### config.mk
export PLATFORM = sky130hd
export DESIGN_NAME = bcd_timer_ctrl
export DESIGN_NICKNAME = d
export VERILOG_FILES = /design/src/rtl/bcd_timer_pkg.sv /design/src/rtl/bcd_digit.sv /design/src/rtl/bcd_timer_ctrl.sv
export SDC_FILE = /design/constraint.sdc
export NUM_CORES = 1
export LEC_CHECK = 0
export CAP_MARGIN = 0
export CELL_PAD_IN_SITES_DETAIL_PLACEMENT = 1
export CELL_PAD_IN_SITES_GLOBAL_PLACEMENT = 2
export CORE_ASPECT_RATIO = 0.6
export CORE_MARGIN = 2
export CORE_UTILIZATION = 30
export DETAILED_ROUTE_END_ITERATION = 8
export GPL_ROUTABILITY_DRIVEN = 0
export GPL_TIMING_DRIVEN = 1
export HOLD_SLACK_MARGIN = 0.12
export PLACE_DENSITY_LB_ADDON = 0.1
export SYNTH_ARGS = -nofsm -noshare
export SYNTH_HDL_FRONTEND = slang
export SYNTH_SLANG_ARGS = --single-unit
### constraint.sdc
create_clock -name CLK -period 3.5 [get_ports CLK]
set_clock_uncertainty 0.2 [all_clocks]
set_input_delay 1.05 -clock CLK [delete_from_list [all_inputs] [get_ports CLK]]
set_output_delay 1.05 -clock CLK [all_outputs]
set_load 0.02 [all_outputs]
### src/rtl/bcd_timer_pkg.sv
// Shared types and constants for the four-digit BCD timer controller.
// Holds the FSM encoding, digit count, terminal values and a BCD validity helper.
package bcd_timer_pkg;

  typedef enum logic [1:0] {
    ST_IDLE  = 2'd0,
    ST_RUN   = 2'd1,
    ST_PAUSE = 2'd2,
    ST_DONE  = 2'd3
  } state_t;

  localparam int          NUM_DIGITS = 4;
  localparam logic [15:0] TERM_DOWN  = 16'h0000;
  localparam logic [15:0] TERM_UP    = 16'h9999;

  // One step before each terminal; a step from here lands on the terminal value.
  localparam logic [15:0] PRE_TERM_DOWN = 16'h0001;
  localparam logic [15:0] PRE_TERM_UP   = 16'h9998;

  function automatic logic bcd_valid(input logic [15:0] v);
    logic ok;
    ok = 1'b1;
    for (int i = 0; i < NUM_DIGITS; i++) begin
      if (v[4*i +: 4] > 4'd9) ok = 1'b0;
    end
    return ok;
  endfunction

endpackage

### src/rtl/bcd_digit.sv
// One BCD digit: synchronous load, enabled up/down step with wrap, carry/borrow out.
// Load has priority over the step enable.
module bcd_digit (
  input  logic       clk,
  input  logic       clr_n,
  input  logic       en,
  input  logic       up,
  input  logic       load,
  input  logic [3:0] load_val,
  output logic [3:0] d,
  output logic       co
);

  assign co = en && (up ? (d == 4'd9) : (d == 4'd0));

  always_ff @(posedge clk or negedge clr_n) begin
    if (!clr_n) begin
      d <= 4'd0;
    end else if (load) begin
      d <= load_val;
    end else if (en) begin
      if (up) d <= (d == 4'd9) ? 4'd0 : d + 4'd1;
      else    d <= (d == 4'd0) ? 4'd9 : d - 4'd1;
    end
  end

endmodule

### src/rtl/bcd_timer_ctrl.sv
// Four-digit BCD up/down timer: command priority SET > STOP > START > TICK,
// terminal detection into DONE, and a one-cycle ERR pulse on a rejected SET.
//
// state    | meaning
// ST_IDLE  | loaded or reset, waiting for START
// ST_RUN   | counting one BCD step per TICK
// ST_PAUSE | stopped mid-count, Q held
// ST_DONE  | terminal value reached, held until SET or CLR
module bcd_timer_ctrl
  import bcd_timer_pkg::*;
(
  input  logic        CLK,
  input  logic        CLR,
  input  logic        START,
  input  logic        STOP,
  input  logic        SET,
  input  logic        MODE_UP,
  input  logic        TICK,
  input  logic [15:0] PRESET,
  output logic [15:0] Q,
  output logic        RUNNING,
  output logic        DONE,
  output logic        ERR
);

  state_t state;
  logic   dir;
  logic   err;
  logic   preset_ok;
  logic   load;
  logic   step;
  logic   start_ok;
  logic   start_term;
  logic   step_term;
  logic [NUM_DIGITS:0] carry;

  assign preset_ok  = bcd_valid(PRESET);
  assign load       = SET && preset_ok;
  assign start_ok   = !SET && !STOP && START && (state == ST_IDLE || state == ST_PAUSE);
  assign step       = (state == ST_RUN) && TICK && !SET && !STOP && !START;
  assign start_term = MODE_UP ? (Q == TERM_UP) : (Q == TERM_DOWN);
  assign step_term  = dir ? (Q == PRE_TERM_UP) : (Q == PRE_TERM_DOWN);

  assign carry[0] = step;

  for (genvar i = 0; i < NUM_DIGITS; i++) begin : g_digit
    bcd_digit u_digit (
      .clk      (CLK),
      .clr_n    (CLR),
      .en       (carry[i]),
      .up       (dir),
      .load     (load),
      .load_val (PRESET[4*i +: 4]),
      .d        (Q[4*i +: 4]),
      .co       (carry[i+1])
    );
  end

  // A carry out of the top digit would mean the count passed a terminal; treat it as DONE too.
  always_ff @(posedge CLK or negedge CLR) begin
    if (!CLR) begin
      state <= ST_IDLE;
      dir   <= 1'b1;
      err   <= 1'b0;
    end else begin
      err <= SET && !preset_ok;
      if (SET) begin
        if (preset_ok) state <= ST_IDLE;
      end else if (STOP) begin
        if (state == ST_RUN) state <= ST_PAUSE;
      end else if (start_ok) begin
        dir   <= MODE_UP;
        state <= start_term ? ST_DONE : ST_RUN;
      end else if (step && (step_term || carry[NUM_DIGITS])) begin
        state <= ST_DONE;
      end
    end
  end

  assign RUNNING = (state == ST_RUN);
  assign DONE    = (state == ST_DONE);
  assign ERR     = err;

endmodule

# --- After elaboration in Yosys (flattened, before gate mapping) ---
# Cells that the tools add are included.
word_totals:
  regBits: 20
  latchBits: 0
  mem_bits_rw: 0
  mem_bits_ro: 0
  input_bits: 23
  out_inout_bits: 19
  wordCells: 103
  mem_count: 0
op_classes:
  addsub: 8
  multipliers: 0
  div: 0
  order_cmp: 4
  n_eq_ne: 12
  shift: 0
  n_mux: 37
  bitwise: 2
  reduce_logical: 33
ops:
  columns: ["cell", "n"]
  rows:
  - ["two-way mux 4 bit", 20]
  - ["== test 16 bit, second input constant", 2]
  - ["adder 4 x 1 -> 4 bit, second input constant", 4]
  - ["== test 16 x 1 -> 1 bit, second input constant", 1]
  - ["== test 4 bit, second input constant", 4]
  - ["> comparator 4 bit, second input constant", 4]
  - ["logical NOT 16 bit", 1]
  - ["logical NOT 4 bit", 4]
  - ["subtractor 4 x 1 -> 4 bit, second input constant", 4]
  - ["logical AND 1 bit", 14]
  - ["two-way mux 2 bit", 7]
  - ["two-way mux 1 bit", 10]
  - ["nonzero test 2 bit", 4]
  - ["AND reduction 3 bit", 2]
  - ["== test 2 bit, second input constant", 2]
  - ["logical NOT 1 bit", 4]
  - ["nonzero test 4 bit", 1]
  - ["!= test 3 x 2 -> 1 bit, second input constant", 1]
  - ["== test 2 x 1 -> 1 bit, second input constant", 1]
  - ["logical NOT 2 bit", 1]
  - ["logical OR 1 bit", 2]
  - ["!= test 2 x 1 -> 1 bit, second input constant", 1]
  - ["NOT 1 bit", 2]

# --- Logic depth before layout (Yosys ltp) ---
# Gate-level depths: netlist of the first run.
depth:
  word_depth: 15
  mapped_depth: 8
  depth_no_buf: 6

# --- Cells and area by module ---
# A second synthesis of the first run with hierarchy kept.
hier_totals:
  cells_unflattened: 232
  hier_area_um2: 2006.9
modules_own_cells:
  columns: ["mod", "instances", "cells_per_inst", "area_each_um2", "seq_area_each_um2"]
  rows:
  - ["bcd_digit", 4, 46, 400.4, 100.1]
  - ["bcd_timer_ctrl", 1, 48, 405.4, 101.3]

# --- Worst setup path before layout of the first run ---
# Ideal clock, no wire load.
synth_path:
  path_type: "in2reg"
  from: "input port START"
  to: "register state[1]"
  setup_time_ps: 128
  arrival_time_ps: 2326
  required_ps: 3172
  path_slack_ps: 846
  cell_stages: 6
  cell_sequence: "and4bb_4 > nand2_2 > nor4b_1 > o21a_1 > o21ai_1 > mux2_1"
synth_via:
  elab_chain_len: 10
  elab_cells_between_ends: 15
  cone_classes: "mux (3); reduce/logical (12)"
synth_rtl:
  columns: ["item", "line_no", "source"]
  rows:
  - ["from (decl)", "bcd_timer_ctrl.sv:14", "input logic START,"]
  - ["logical NOT 1 bit", "bcd_timer_ctrl.sv:40", "assign step = (state == ST_RUN) && TICK && !SET && !STOP && !START;"]
  - ["logical AND 1 bit", "bcd_timer_ctrl.sv:40", null]
  - ["logical AND 1 bit (4 in a row)", "bcd_digit.sv:14", "assign co = en && (up ? (d == 4'd9) : (d == 4'd0));"]
  - ["logical OR 1 bit", "bcd_timer_ctrl.sv:74", "end else if (step && (step_term || carry[NUM_DIGITS])) begin"]
  - ["logical AND 1 bit", "bcd_timer_ctrl.sv:74", null]
  - ["nonzero test 4 bit (no line)", null, null]
  - ["AND reduction 3 bit (no line)", null, null]
  - ["to (signal assigned)", "bcd_timer_ctrl.sv:73", "state <= start_term ? ST_DONE : ST_RUN;"]
  - ["to (decl)", "bcd_timer_ctrl.sv:26", "state_t state;"]
# Parallel ways exist; a longest one is shown, timed or not.
# A chain may end at the register's enable or synchronous reset.

# --- Final worst setup path of the first run ---
layout_path:
  from: "input port START"
  to: "register g_digit[3].u_digit.d[2]"
layout_via:
  elab_chain_len: 6
layout_rtl:
  columns: ["item", "line_no", "source"]
  rows:
  - ["logical NOT 1 bit", "bcd_timer_ctrl.sv:40", null]
  - ["logical AND 1 bit", "bcd_timer_ctrl.sv:40", null]
  - ["logical AND 1 bit (3 in a row)", "bcd_digit.sv:14", null]
  - ["nonzero test 2 bit (no line)", null, null]
  - ["to (signal assigned)", "bcd_digit.sv:20", "d <= load_val;"]
  - ["to (signal assigned)", "bcd_digit.sv:22", "if (up) d <= (d == 4'd9) ? 4'd0 : d + 4'd1;"]
  - ["to (signal assigned)", "bcd_digit.sv:23", "else d <= (d == 4'd0) ? 4'd9 : d - 4'd1;"]
  - ["to (decl)", "bcd_digit.sv:10", "output logic [3:0] d,"]
# No other way between the ends.

==> impl_metrics.json, run 1 <==
{
  "gr-usage-met2_pct": 28.6,
  "cp_top_family": "simple AND/OR/NAND/NOR gates",
  "ant_nets": 0,
  "path_cells": "clkdlybuf4s50_1 -> and4bb_4 -> o2111ai_2 -> or2_4 -> o21a_4 -> mux2_4",
  "reg2reg_slack_ps": 950,
  "setup_viol": 0,
  "p_leak_nw": 0.895,
  "r2r_end": "g_digit[3].u_digit.d[2]$_DFFE_PN0P_",
  "post_cts_buffers": 0,
  "synth_cell_types": 58,
  "finalNetCount": 299,
  "grt_max_degree": 28,
  "drt-pass1-iter-count": 4,
  "post-route-util_pct": 41.3,
  "post_cts_resize_count": 0,
  "worst_pin_slew_ps": 627,
  "critPathMaxStageDelay_ps": 430,
  "core_region_area_um2": 5700,
  "crit_path_max_fanout": 4,
  "cp-start-kind": "input pin",
  "hold_start": "state[1]$_DFFE_PN0P_",
  "fin_crit_ps": 2960,
  "viasPerCell": 5.49,
  "busiest_layer": "met1",
  "hpwl_um": 4670,
  "place_inst": 351,
  "portBuffers": 41,
  "dieHeight_um": 64.2,
  "path_buf_inv": 1,
  "fin_cells": 355,
  "start_util_pct": 31.8,
  "synth-seq-cells": 20,
  "syn-num-nets": 263,
  "hp-class": "register to register",
  "finalHoldViolCount": 0,
  "max-cap-violations": 0,
  "hold_path_end": "state[1]$_DFFE_PN0P_",
  "ir_worst_vdd_mv": 0.204,
  "cts_buffers": 3,
  "hold_depth": 1,
  "power_density_nw_per_um2": 594,
  "r2r_cells": 5,
  "cts_max_level": 1,
  "yosys_warnings": 0,
  "clock.fmax_mhz": 338,
  "rsz0062_at_grt": "no",
  "period_share_pct": 84.5,
  "synth-async-reset-ratio_pct": 100,
  "synth_edf_count": 0,
  "die_w_um": 104,
  "use_met3_pct": 3.06,
  "drtIter0Drc": 78,
  "grt_pass1_vias": 1894,
  "detail_route.wirelength_um": 6250,
  "ctsHoldBuffers": 0,
  "ios": 42,
  "clkTransAtPathRegs_ps": 80,
  "drive_gt1_share_pct": 9.82,
  "ys_seq_area_share_pct": 27.7,
  "cts_max_path_buffers": 2,
  "track_usage_pct": 19.4,
  "rr_startpoint": "dir$_DFFE_PN1P_",
  "yosysMostFrequentCell": "nor2_1",
  "grt_overflow": 0,
  "grt_pass1_wl_um": 10400,
  "cts.sinks": 20,
  "slew_violations": 0,
  "synthDominantCellAreaShare_pct": 26.3,
  "vias": 1950,
  "hold_slack_ps": 360,
  "synth_flop_cell": "dfrtp_1",
  "cpMaxStageDelayCell": "clkdlybuf4s50_1",
  "area_growth_pct": 30.0,
  "grt_util_met1_pct": 30.0,
  "synth_area_leaders": "dfrtp_1, o21ai_0, nor2_1, nand2_1, xnor2_1",
  "path_class": "input pin to register",
  "rows": 21,
  "worstPathArrival_ps": 2910,
  "avgRoutedWirePerCell_um": 17.6,
  "cts_root_buf": "clkbuf_8",
  "drcViolationCount": 0,
  "antenna_found_initial": 0,
  "end_kind": "register",
  "tns_ps": 0,
  "final_area_um2": 2350,
  "syn_area_um2": 1810,
  "place_area_um2": 2310,
  "design.die.area_um2": 6690,
  "crit_required_ps": 3450,
  "slew_headroom_pct": 57.8,
  "synth_area_per_cell_um2": 7.54,
  "ys_top_cells_by_count": "nor2_1, nand2_1, o21ai_0, dfrtp_1, clkbuf_1",
  "diodes": 0,
  "yosys.area.top_type": "dfrtp_1",
  "clk_latency_ps": 260,
  "status": "finished, final reports clean",
  "cts_tree": "done",
  "synthesis.instances": 240
}
-- where the power goes --
part | switching, mW | internal (mW) | total (mW)
registers | 0.214 | 0.296 | 0.510
logic | 0.365 | 0.356 | 0.721
clock network | 0.0850 | 0.0813 | 0.166
total | 0.664 | 0.734 | 1.40
-- cell families (layout without fill, tap and decap cells) --
logic type      Yosys count  after routing  share of synthesized area, %
simple gates            106            106                          31.0
compound gates           73             73                          27.3
buf+inv                  27             62                          6.29
flops                    20             20                          27.7
xor+xnor                  9              9                          4.35
mux                       5              5                          3.39
-- worst max path at each step --
stage                   start                             endpoint  slack (ps)  depth (start not counted)
floorplan               START                 state[1]$_DFFE_PN0P_         850                          6
global placement        START  g_digit[3].u_digit.d[2]$_DFFE_PN0P_         270                          6
detailed placement      START  g_digit[3].u_digit.d[1]$_DFFE_PN0P_         260                          6
CTS                     START  g_digit[3].u_digit.d[2]$_DFFE_PN0P_         550                          6
global route        PRESET[2]  g_digit[3].u_digit.d[2]$_DFFE_PN0P_         470                          8
finish                  START  g_digit[3].u_digit.d[2]$_DFFE_PN0P_         540                          6
-- stage by stage --
step | worst slack, ps | total power, mW
final | 544 | 1.40
after global placement | 271 | 1.23
after detailed placement | 264 | 1.23
after global routing | 472 | 1.52
after floorplan | 846 | 0.947
after CTS | 551 | 1.41
-- routing by layer --
metal / routed length, um / part of all wire (%)
met1: 3390 / 54
met2: 2640 / 42
met3: 179 / 2.9
met4: 36 / 0.58
met5: 0 / 0
-- state kept, by name, indices dropped and copies added, names as in the netlist --
| register | flops |
|---|---|
| state | 2 |
| ERR | 1 |
| g_digit.u_digit.d | 16 |
| dir | 1 |
-- cells in the final DEF, fill, tap and decap left out, types with 6 or more instances in the layout --
master           Yosys  layout
clkdlybuf4s50_1      0      41
nor2_1              27      27
nor4_1               8       8
nand2_1             25      25
a21oi_1             11      11
dfrtp_1             19      19
o21ai_0             21      21
buf_4                0      10
and3_1               6       6
xnor2_1              7       7
inv_1                6       6
nor3_1               8       8
-- cell type report --
cell class,count,area (um2)
clock buffers,4,45.0
fillers,694,3350
inverters,7,26.3
multi-input cells,193,1190
flip-flops and latches,20,502
well taps,80,100
repair buffers,51,485
(Power assumes the default switching activity.)
==> run 2: changes to the inputs <==
CORE_UTILIZATION = 28   (was 30)
clock period = 2.87 ns   (was 3.5 ns; I/O delays follow)
==> impl_metrics.json, run 2 (same netlist as run 1, synthesis figures left out) <==
{
  "swShare_pct": 43.9,
  "pwr-share-seq_pct": 25.3,
  "tns_ps": 0,
  "p_leak_nw": 1.06,
  "clkTransAtPathRegs_ps": 90,
  "gr-usage-met2_pct": 27.7,
  "design.die.area_um2": 7150,
  "cts_max_level": 1,
  "cts_tree": "done",
  "clock.fmax_mhz": 369,
  "viasPerCell": 5.17,
  "netSwitchingPower_mw": 0.834,
  "hold_start": "state[1]$_DFFE_PN0P_",
  "cts_buffers": 3,
  "period_share_pct": 94.4,
  "dieHeight_um": 66.3,
  "reg2reg_slack_ps": 630,
  "drt-pass1-iter-count": 4,
  "path_class": "input pin to register",
  "max-cap-violations": 0,
  "die_w_um": 108,
  "layout_common_cells": "buf_4, clkdlybuf4s50_1, nor2_1",
  "crit_path_max_fanout": 4,
  "rows": 22,
  "portBuffers": 41,
  "start_util_pct": 29.2,
  "grt_max_degree": 21,
  "clk_latency_ps": 280,
  "p_int_mw": 1.07,
  "grt_overflow": 0,
  "cp-start-kind": "input pin",
  "drtIter0Drc": 80,
  "largest_reg_flops": 16,
  "vias": 2028,
  "core_region_area_um2": 6190,
  "ctsHoldBuffers": 0,
  "drcViolationCount": 0,
  "post_cts_resize_count": 0,
  "cts_root_buf": "clkbuf_8",
  "avgRoutedWirePerCell_um": 16.7,
  "multi_input_area_um2": 1190,
  "cts_max_path_buffers": 2,
  "diodes": 0,
  "rsz0062_at_grt": "no",
  "busiest_layer": "met1",
  "worst_pin_slew_ps": 463,
  "ant_nets": 0,
  "use_met3_pct": 3.35,
  "fin_crit_ps": 2710,
  "crit_start": "PRESET[10]",
  "status": "finished, final reports clean",
  "drive_gt1_share_pct": 19.8,
  "fillCellCount": 780,
  "setup_viol": 0,
  "grt_pass1_wl_um": 10700,
  "ff_latch_area_um2": 502,
  "slew_violations": 0,
  "post_cts_buffers": 0,
  "track_usage_pct": 19.5,
  "endpoint": "g_digit[0].u_digit.d[3]$_DFFE_PN0P_",
  "hp-class": "register to register",
  "grt_util_met1_pct": 30.6,
  "area_growth_pct": 45.4,
  "r2r_end": "state[1]$_DFFE_PN0P_",
  "reg_top3": "g_digit.u_digit.d x16, state x2",
  "hold_slack_ps": 382,
  "layout.cells.most_common": "buf_4",
  "regMostFlops": "g_digit.u_digit.d",
  "r2r_cells": 6,
  "worstPathArrival_ps": 2660,
  "grt_pass1_vias": 2004,
  "rr_startpoint": "dir$_DFFE_PN1P_",
  "finalHoldViolCount": 0,
  "crit_required_ps": 2820,
  "hpwl_um": 5040,
  "power_density_nw_per_um2": 722,
  "detail_route.wirelength_um": 6560,
  "p_comb_share_pct": 58.9,
  "slew_headroom_pct": 68.8,
  "ios": 42,
  "end_kind": "register",
  "ir_worst_vdd_mv": 0.254,
  "antenna_found_initial": 0,
  "p_clk_share_pct": 15.8,
  "cts.sinks": 20,
  "finalNetCount": 332
}
==> run 2: changes by cell type in the layout (fill, tap and decap cells not counted) <==
cell       previous run  this run
buf_4                10        43
bufinv_16             0         1
clkbuf_1              1         0
==> run 2: final cells by class <==
cell class / instances / share of cell area [%]
repair buffers: 84 / 27.9
well taps: 84 / 3.99
clock inverters: 1 / 1.14
clock buffers: 3 / 1.57
inverters: 7 / 0.998
flip-flops and latches: 20 / 19.1
multi-input cells: 193 / 45.4
==> run 2: power by group through the flow <==
stage                     Clock (mW)  Sequential [mW]  Combinational, mW
final                          0.300            0.481               1.12
after global routing           0.323            0.497               1.23
after CTS                      0.312            0.484               1.13
after detailed placement           0            0.488               1.12
after global placement             0            0.487               1.11
after floorplan                    0            0.527              0.628
==> run 2: per-layer routing <==
layer,vias up,part of all wire [%]
li1,1025,-
met1,959,56
met2,39,39
met3,5,4.4
met4,0,0.61
met5,-,0
==> run 2: how the worst min path moves through the flow <==
stage                           end  slack, ps  cells past startpoint
6_report       state[1]$_DFFE_PN0P_        380                      1
5_1_grt        state[1]$_DFFE_PN0P_        420                      1
4_1_cts        state[1]$_DFFE_PN0P_        390                      1
3_5_place_dp   state[1]$_DFFE_PN0P_        360                      1
3_3_place_gp   state[1]$_DFFE_PN0P_        350                      1
2_1_floorplan  state[1]$_DFFE_PN0P_        300                      1
==> run 2: critical path: stages <==
cell and delay, ps:
clkdlybuf4s50_1 420, o21ai_0 180, buf_4 150, nand4_1 120
buf_4 170, nor2_1 280, a21oi_1 140, a221o_1 330
==> run 2: metrics by stage <==
step / utilization, % / power, mW / setup WS [ps] / area [um2] / std cells
floorplan: - / 1.15 / 405 / 1810 / 240
global placement: 41.4 / 1.60 / -109 / 2560 / 388
detailed placement: 41.4 / 1.61 / -104 / 2560 / 388
CTS: 42.5 / 1.92 / 158 / 2630 / 392
global route: 42.5 / 2.05 / 15.3 / 2630 / 392
finish: 42.5 / 1.90 / 161 / 2630 / 392
==> run 3: changes to the inputs <==
CTS_CLUSTER_SIZE = 30   (was default)
==> results of run 3 <==
No change in the layout: final DEF, timing and power equal those of run 2.
